`config.mk`:
```
export PLATFORM = sky130hd
export DESIGN_NAME = dds_stream_out
export DESIGN_NICKNAME = d
export VERILOG_FILES = /design/src/rtl/dds_pkg.sv /design/src/rtl/sample_fifo.sv /design/src/rtl/dds_stream_out.sv
export SDC_FILE = /design/constraint.sdc
export NUM_CORES = 1
export LEC_CHECK = 0
export BUFFER_PORTS_ARGS = -buffer_cell sky130_fd_sc_hd__buf_2
export CAP_MARGIN = 40
export CORE_UTILIZATION = 60
export DETAILED_ROUTE_END_ITERATION = 8
export PLACE_DENSITY_LB_ADDON = 0.3
export SYNTH_ARGS = -nofsm -noshare
export SYNTH_HDL_FRONTEND = slang
export SYNTH_SLANG_ARGS = --single-unit
```
`constraint.sdc`:
```
create_clock -name clk -period 5.91 [get_ports clk]
set_clock_uncertainty 0.2 [all_clocks]
set_input_delay 0.8865 -clock clk [delete_from_list [all_inputs] [get_ports clk]]
set_output_delay 0.8865 -clock clk [all_outputs]
set_load 0.01 [all_outputs]
```
`src/rtl/dds_pkg.sv`:
```
// -----------------------------------------------------------------------------
// dds_pkg
// Shared constants and types for the DDS output path.
//   DDS_SIG_WIDTH  default sample width
//   DDS_RST_BIT    control register bit: soft reset (level)
//   DDS_STRT_BIT   control register bit: start (level)
//   DDS_MIN_DIV    smallest usable sample period in clk cycles
//   dds_sample_t   FIFO entry layout: {last, data}
//   eff_div()      clamps a programmed divider to DDS_MIN_DIV
// -----------------------------------------------------------------------------
package dds_pkg;

    localparam int          DDS_SIG_WIDTH = 16;
    localparam int          DDS_RST_BIT   = 0;
    localparam int          DDS_STRT_BIT  = 1;
    localparam logic [31:0] DDS_MIN_DIV   = 32'd2;

    typedef struct packed {
        logic                     last;
        logic [DDS_SIG_WIDTH-1:0] data;
    } dds_sample_t;

    // Values below 2 cannot give the DDS a full accumulation window between
    // strobes, so they are silently raised to the minimum.
    function automatic logic [31:0] eff_div(input logic [31:0] div);
        return (div < DDS_MIN_DIV) ? DDS_MIN_DIV : div;
    endfunction

endpackage

```
`src/rtl/sample_fifo.sv`:
```
// -----------------------------------------------------------------------------
// sample_fifo
// Synchronous show-ahead FIFO holding {last, data} sample entries.
// The head entry is always visible on rd_data; rd_en pops it when not empty.
// A write into a full FIFO is accepted only if a pop happens in the same
// cycle; wr_ack reports whether the write was taken. clr empties the FIFO
// synchronously and overrides any write or read in that cycle.
// DEPTH must be a power of two (pointers wrap naturally) and at least 4.
//
// Ports:
//   clk, a_rst_n      clock, async active-low reset
//   clr               synchronous clear
//   wr_en, wr_data    write request and entry
//   wr_ack            write accepted this cycle
//   rd_en             pop request
//   rd_data           head entry (undefined while empty)
//   full, empty       occupancy flags
//   level             registered occupancy, 0..DEPTH
// -----------------------------------------------------------------------------
module sample_fifo
    import dds_pkg::*;
#(
    parameter int WIDTH = $bits(dds_sample_t),
    parameter int DEPTH = 16,
    parameter int LVL_W = $clog2(DEPTH) + 1
) (
    input  logic             clk,
    input  logic             a_rst_n,
    input  logic             clr,
    input  logic             wr_en,
    input  logic [WIDTH-1:0] wr_data,
    output logic             wr_ack,
    input  logic             rd_en,
    output logic [WIDTH-1:0] rd_data,
    output logic             full,
    output logic             empty,
    output logic [LVL_W-1:0] level
);

    localparam int AW = $clog2(DEPTH);

    logic [WIDTH-1:0] mem [DEPTH];
    logic [AW-1:0]    wr_ptr;
    logic [AW-1:0]    rd_ptr;
    logic             rd_ok;

    assign empty   = (level == '0);
    assign full    = (level == LVL_W'(DEPTH));
    assign rd_ok   = rd_en && !empty && !clr;
    assign wr_ack  = wr_en && (!full || rd_ok) && !clr;
    assign rd_data = mem[rd_ptr];

    always_ff @(posedge clk or negedge a_rst_n) begin
        if (!a_rst_n) begin
            wr_ptr <= '0;
            rd_ptr <= '0;
            level  <= '0;
        end else if (clr) begin
            wr_ptr <= '0;
            rd_ptr <= '0;
            level  <= '0;
        end else begin
            if (wr_ack) begin
                wr_ptr <= wr_ptr + AW'(1);
            end
            if (rd_ok) begin
                rd_ptr <= rd_ptr + AW'(1);
            end
            if (wr_ack && !rd_ok) begin
                level <= level + LVL_W'(1);
            end else if (rd_ok && !wr_ack) begin
                level <= level - LVL_W'(1);
            end
        end
    end

    // Storage is not reset; entries are only visible once written.
    always_ff @(posedge clk) begin
        if (wr_ack) begin
            mem[wr_ptr] <= wr_data;
        end
    end

endmodule

```
`src/rtl/dds_stream_out.sv`:
```
// -----------------------------------------------------------------------------
// dds_stream_out
// Sample timer and AXI-Stream output stage for the DDS. A period counter
// issues a one-cycle o_sample_en every div_eff clk cycles; one cycle later
// (cap_en) the registered DDS output is pushed into a sample FIFO together
// with its packet-framing tlast bit. The FIFO head drives an AXI-Stream
// master port.
//
// Ports:
//   clk, a_rst_n      clock, async active-low reset
//   i_ctrl_reg        bit0 soft reset, bit1 start (levels)
//   i_clk_div_reg     sample period in clk cycles (values <2 act as 2)
//   i_pkt_len_reg     samples per packet, 0 = no tlast
//   o_sample_en       one-cycle strobe to the DDS
//   i_dds_signal      DDS output, valid the cycle after o_sample_en
//   m_axis_*          AXI-Stream master (tdata, tvalid, tready, tlast)
//   o_overflow        sticky: a sample was dropped on a full FIFO
//   o_fifo_level      FIFO occupancy
// -----------------------------------------------------------------------------
module dds_stream_out
    import dds_pkg::*;
#(
    parameter int SIG_WIDTH  = DDS_SIG_WIDTH,
    parameter int FIFO_DEPTH = 16,
    parameter int LVL_W      = $clog2(FIFO_DEPTH) + 1
) (
    input  logic                 clk,
    input  logic                 a_rst_n,
    input  logic [31:0]          i_ctrl_reg,
    input  logic [31:0]          i_clk_div_reg,
    input  logic [15:0]          i_pkt_len_reg,
    output logic                 o_sample_en,
    input  logic [SIG_WIDTH-1:0] i_dds_signal,
    output logic [SIG_WIDTH-1:0] m_axis_tdata,
    output logic                 m_axis_tvalid,
    input  logic                 m_axis_tready,
    output logic                 m_axis_tlast,
    output logic                 o_overflow,
    output logic [LVL_W-1:0]     o_fifo_level
);

    // FIFO entries use the dds_sample_t layout {last, data} at SIG_WIDTH.
    localparam int ENTRY_W = SIG_WIDTH + 1;

    logic               soft_rst;
    logic               start;
    logic               ctrl_unused;

    logic [31:0]        period_cnt;
    logic [31:0]        period_len;
    logic [31:0]        period_len_q;
    logic               period_end;
    logic               cap_en;

    logic [15:0]        pkt_cnt;
    logic               push_last;
    logic               pop;

    logic               wr_ack;
    logic               fifo_full;
    logic               fifo_empty;
    logic [ENTRY_W-1:0] head;

    assign soft_rst    = i_ctrl_reg[DDS_RST_BIT];
    assign start       = i_ctrl_reg[DDS_STRT_BIT];
    assign ctrl_unused = ^i_ctrl_reg[31:2];

    // The divider is captured in the first cycle of each period (counter at
    // 0) so a register write never stretches or truncates a running period.
    assign period_len = (period_cnt == '0) ? eff_div(i_clk_div_reg) : period_len_q;
    assign period_end = (period_cnt == period_len - 32'd1);

    always_ff @(posedge clk or negedge a_rst_n) begin
        if (!a_rst_n) begin
            period_cnt   <= '0;
            period_len_q <= DDS_MIN_DIV;
            o_sample_en  <= 1'b0;
            cap_en       <= 1'b0;
        end else if (soft_rst) begin
            period_cnt   <= '0;
            period_len_q <= DDS_MIN_DIV;
            o_sample_en  <= 1'b0;
            cap_en       <= 1'b0;
        end else begin
            // A strobe already issued is captured even if start has dropped.
            cap_en <= o_sample_en;
            if (!start) begin
                period_cnt  <= '0;
                o_sample_en <= 1'b0;
            end else begin
                if (period_cnt == '0) begin
                    period_len_q <= period_len;
                end
                o_sample_en <= period_end;
                period_cnt  <= period_end ? '0 : period_cnt + 32'd1;
            end
        end
    end

    // ">=" rather than "==" so that shrinking pkt_len mid-packet closes the
    // packet on the very next sample instead of running the counter around.
    assign push_last = (i_pkt_len_reg != 16'd0) &&
                       (pkt_cnt >= i_pkt_len_reg - 16'd1);
    assign pop       = m_axis_tvalid && m_axis_tready;

    always_ff @(posedge clk or negedge a_rst_n) begin
        if (!a_rst_n) begin
            pkt_cnt    <= '0;
            o_overflow <= 1'b0;
        end else if (soft_rst) begin
            pkt_cnt    <= '0;
            o_overflow <= 1'b0;
        end else begin
            if (wr_ack) begin
                pkt_cnt <= push_last ? 16'd0 : pkt_cnt + 16'd1;
            end
            if (cap_en && fifo_full && !pop) begin
                o_overflow <= 1'b1;
            end
        end
    end

    sample_fifo #(
        .WIDTH (ENTRY_W),
        .DEPTH (FIFO_DEPTH),
        .LVL_W (LVL_W)
    ) u_fifo (
        .clk     (clk),
        .a_rst_n (a_rst_n),
        .clr     (soft_rst),
        .wr_en   (cap_en),
        .wr_data ({push_last, i_dds_signal}),
        .wr_ack  (wr_ack),
        .rd_en   (m_axis_tready),
        .rd_data (head),
        .full    (fifo_full),
        .empty   (fifo_empty),
        .level   (o_fifo_level)
    );

    // FIFO storage is not reset, so the head is masked while empty to keep
    // tdata/tlast at 0 out of reset.
    assign m_axis_tvalid = !fifo_empty;
    assign m_axis_tdata  = fifo_empty ? '0 : head[SIG_WIDTH-1:0];
    assign m_axis_tlast  = !fifo_empty && head[SIG_WIDTH];

endmodule
```
==> flow_metrics.tcl <==
set metrics [dict create \
    syn_area_sq_mm 0.0183 \
    grt_first_pass_wirelength_um 71600 \
    maxCapViolCount 0 \
    yosys_warnings 0 \
    cts_root_buf "clkbuf_16" \
    final_nets 1550 \
    slew-limit-headroom 0.417 \
    ctsHoldBuffers 0 \
    cp_slowest_cell "nor4_1" \
    startpoint "period_cnt[26]" \
    rows 63 \
    period_needed_ps 4860 \
    wire_per_inst_um 25.2 \
    post-route-period-util 0.821 \
    die_y_um 177 \
    placed_cell_area_sq_mm 0.0194 \
    grt_antenna_before_repair 0 \
    critPathMaxStageDelay_ps 650 \
    core_sq_mm 0.0298 \
    r2r-start "period_cnt[26]" \
    synth_cells 1318 \
    cp_top_family "simple AND/OR/NAND/NOR gates" \
    syn-num-nets 1447 \
    io_pins 124 \
    layout_commonest_cell "edfxtp_1" \
    worstPathArrival_ps 5110 \
    crit_chain "nor4_1 -> and4_1 -> nand2_2 -> o2bb2ai_1 -> inv_1 -> ha_1 -> inv_1 -> or4_4 -> nor4_1 -> xor2_1 -> mux2i_1 -> xnor2_1 -> a2111oi_0 -> and4_2 -> buf_12 -> nor2b_1" \
    reg2reg_setup_slack_ps 1050 \
    layout-drive-gt1-share 0.237 \
    crit_type "reg -> reg" \
    syn2layout_area_growth_pct 12.3 \
    mostFrequentLayoutCells "edfxtp_1 (272), dfrtp_1 (93), buf_2 (93)" \
    synth_fa_ha_area_frac 0.0209 \
    hp-class "in -> async" \
    gp_congestion 0.957 \
    ant_nets 0 \
    yosys.area_share.simple 0.138 \
    drc_errors 0 \
    start_kind "register" \
    cts_resized 0 \
    fp.dieW_um 177 \
    place_hpwl_um 27600 \
    timing.rr.end "o_sample_en" \
    cp.depth 16 \
    end_kind "register" \
    drtIter0Drc 1457 \
    grt_max_degree 64 \
    outcome "complete, no violations" \
    ys_seq_area_frac 0.578 \
    finalWorstSetupSlack_ps 1050 \
    yosys.area_share.xor_xnor 0.0436 \
    required_ps 6160 \
    vias_per_cell 6.68 \
    synth_edf_count 272 \
    irDropWorstVdd_mv 0.214 \
    rsz0062_at_grt "no" \
    tightest_slew_ps 870 \
    hold_viol 0 \
    clk_latency_ps 530 \
    netlist-cell-type-count 73 \
    muxShareOfSynthArea 0.116 \
    setup_viol 0 \
    routed_wl_um 46300 \
    overflow 0 \
    diodes 0 \
    crit_fanout 25 \
    cts_buffers 38 \
    fill_cells 2049 \
    ff2ff_path_depth 16 \
    dp_slack_ps 662 \
    vias 12263 \
    synth_top_family_by_area "simple AND/OR/NAND/NOR gates" \
    dr.pass1.iters 5 \
    leakagePower_nw 7.43 \
    io_buffers 93 \
    numClockSinks 368 \
    cts_htree_levels 2 \
    final_max_slew_viol_count 0 \
    start_util 0.613 \
    avgSynthCellArea_sq_um 13.9 \
    cts_setup_buffers 0 \
    die-area_sq_mm 0.0312 \
    ys.flop_type "edfxtp_1" \
    tns_ps 0 \
    ys_async_sr_fraction 0.261 \
    cp_num_buf_inv 3 \
    cts_buffer_depth 3 \
    grt_pass1_vias 12045 \
    grtUsageTotal 0.308 \
    whs_ps 242 \
    clk_pin_slew_ps 60 \
    synth_compound_area_frac 0.0759 \
    p_per_area_mw_per_mm2 308 \
    design_area_sq_mm 0.0205 \
    synth-seq-cells 368 \
    tritoncts "done" \
    max_clock_freq_mhz 206 \
]
## metrics by stage
step | cells | total power, mW | util
floorplan | 1318 | 3.70 | -
global placement | 1762 | 4.04 | 0.646
detailed placement | 1771 | 4.11 | 0.651
CTS | 1837 | 6.36 | 0.689
global route | 1837 | 6.54 | 0.689
finish | 1837 | 6.31 | 0.689
## cells by family (layout without fill, tap and decap cells)
logic type | Yosys count | in the layout
mux | 105 | 105
buf+inv | 110 | 239
flops | 368 | 368
xor+xnor | 91 | 91
fa+ha+maj | 30 | 30
compound gates | 184 | 184
simple gates | 430 | 430
## Yosys cell counts, types with 29 or more instances
library cell / n / area, sq um
nor3_1: 34 / 170
nor3_2: 30 / 300
nand2_1: 60 / 225
inv_1: 33 / 124
nor2_1: 80 / 300
nor4_1: 36 / 225
xnor2_1: 57 / 499
dfrtp_1: 95 / 2380
ha_1: 29 / 363
a22o_1: 30 / 263
edfxtp_1: 272 / 8170
nand3_1: 32 / 160
xor2_1: 34 / 298
clkbuf_1: 54 / 203
mux4_2: 85 / 1910
## registers in the layout, indices dropped and copies added, names as in the netlist
| name | flops |
|---|---|
| period_cnt | 32 |
| u_fifo.mem | 272 |
| o_sample_en | 1 |
| u_fifo.level | 5 |
| u_fifo.wr_ptr | 4 |
| u_fifo.rd_ptr | 4 |
| cap_en | 1 |
| pkt_cnt | 16 |
| o_overflow | 1 |
| period_len_q | 32 |
## layer usage
metal | share of wire | vias to the layer above | routed length, um | global-route usage
met2 | 0.51 | 588 | 23700 | 0.524
met3 | 0.069 | 92 | 3190 | 0.0403
met1 | 0.39 | 6221 | 18200 | 0.413
met5 | 0 | - | 0 | 0
li1 | - | 5362 | - | -
met4 | 0.028 | 0 | 1310 | 0.0981
## power by group
group	internal (mW)	total (mW)	switching [mW]
Clock	1.26	2.24	0.977
Combinational	0.579	1.21	0.631
Sequential	2.81	2.87	0.0572
Total	4.65	6.31	1.66
## worst max-delay path by stage
stage,end,slack (ps)
2_1_floorplan,period_cnt[22],980
3_3_place_gp,period_cnt[1],710
3_5_place_dp,o_sample_en,660
4_1_cts,o_sample_en,1210
5_1_grt,o_sample_en,850
6_report,o_sample_en,1050
## cell type report
cell class | count | area (sq um) | share of cell area
clock buffer | 50 | 1020 | 0.0495
inverter | 33 | 124 | 0.00603
timing repair buffer | 140 | 931 | 0.0453
clock inverter | 16 | 121 | 0.00591
sequential | 368 | 10600 | 0.515
multi-input combinational | 840 | 7270 | 0.354
tap | 390 | 488 | 0.0238
Power figures use the tool's default switching activity.
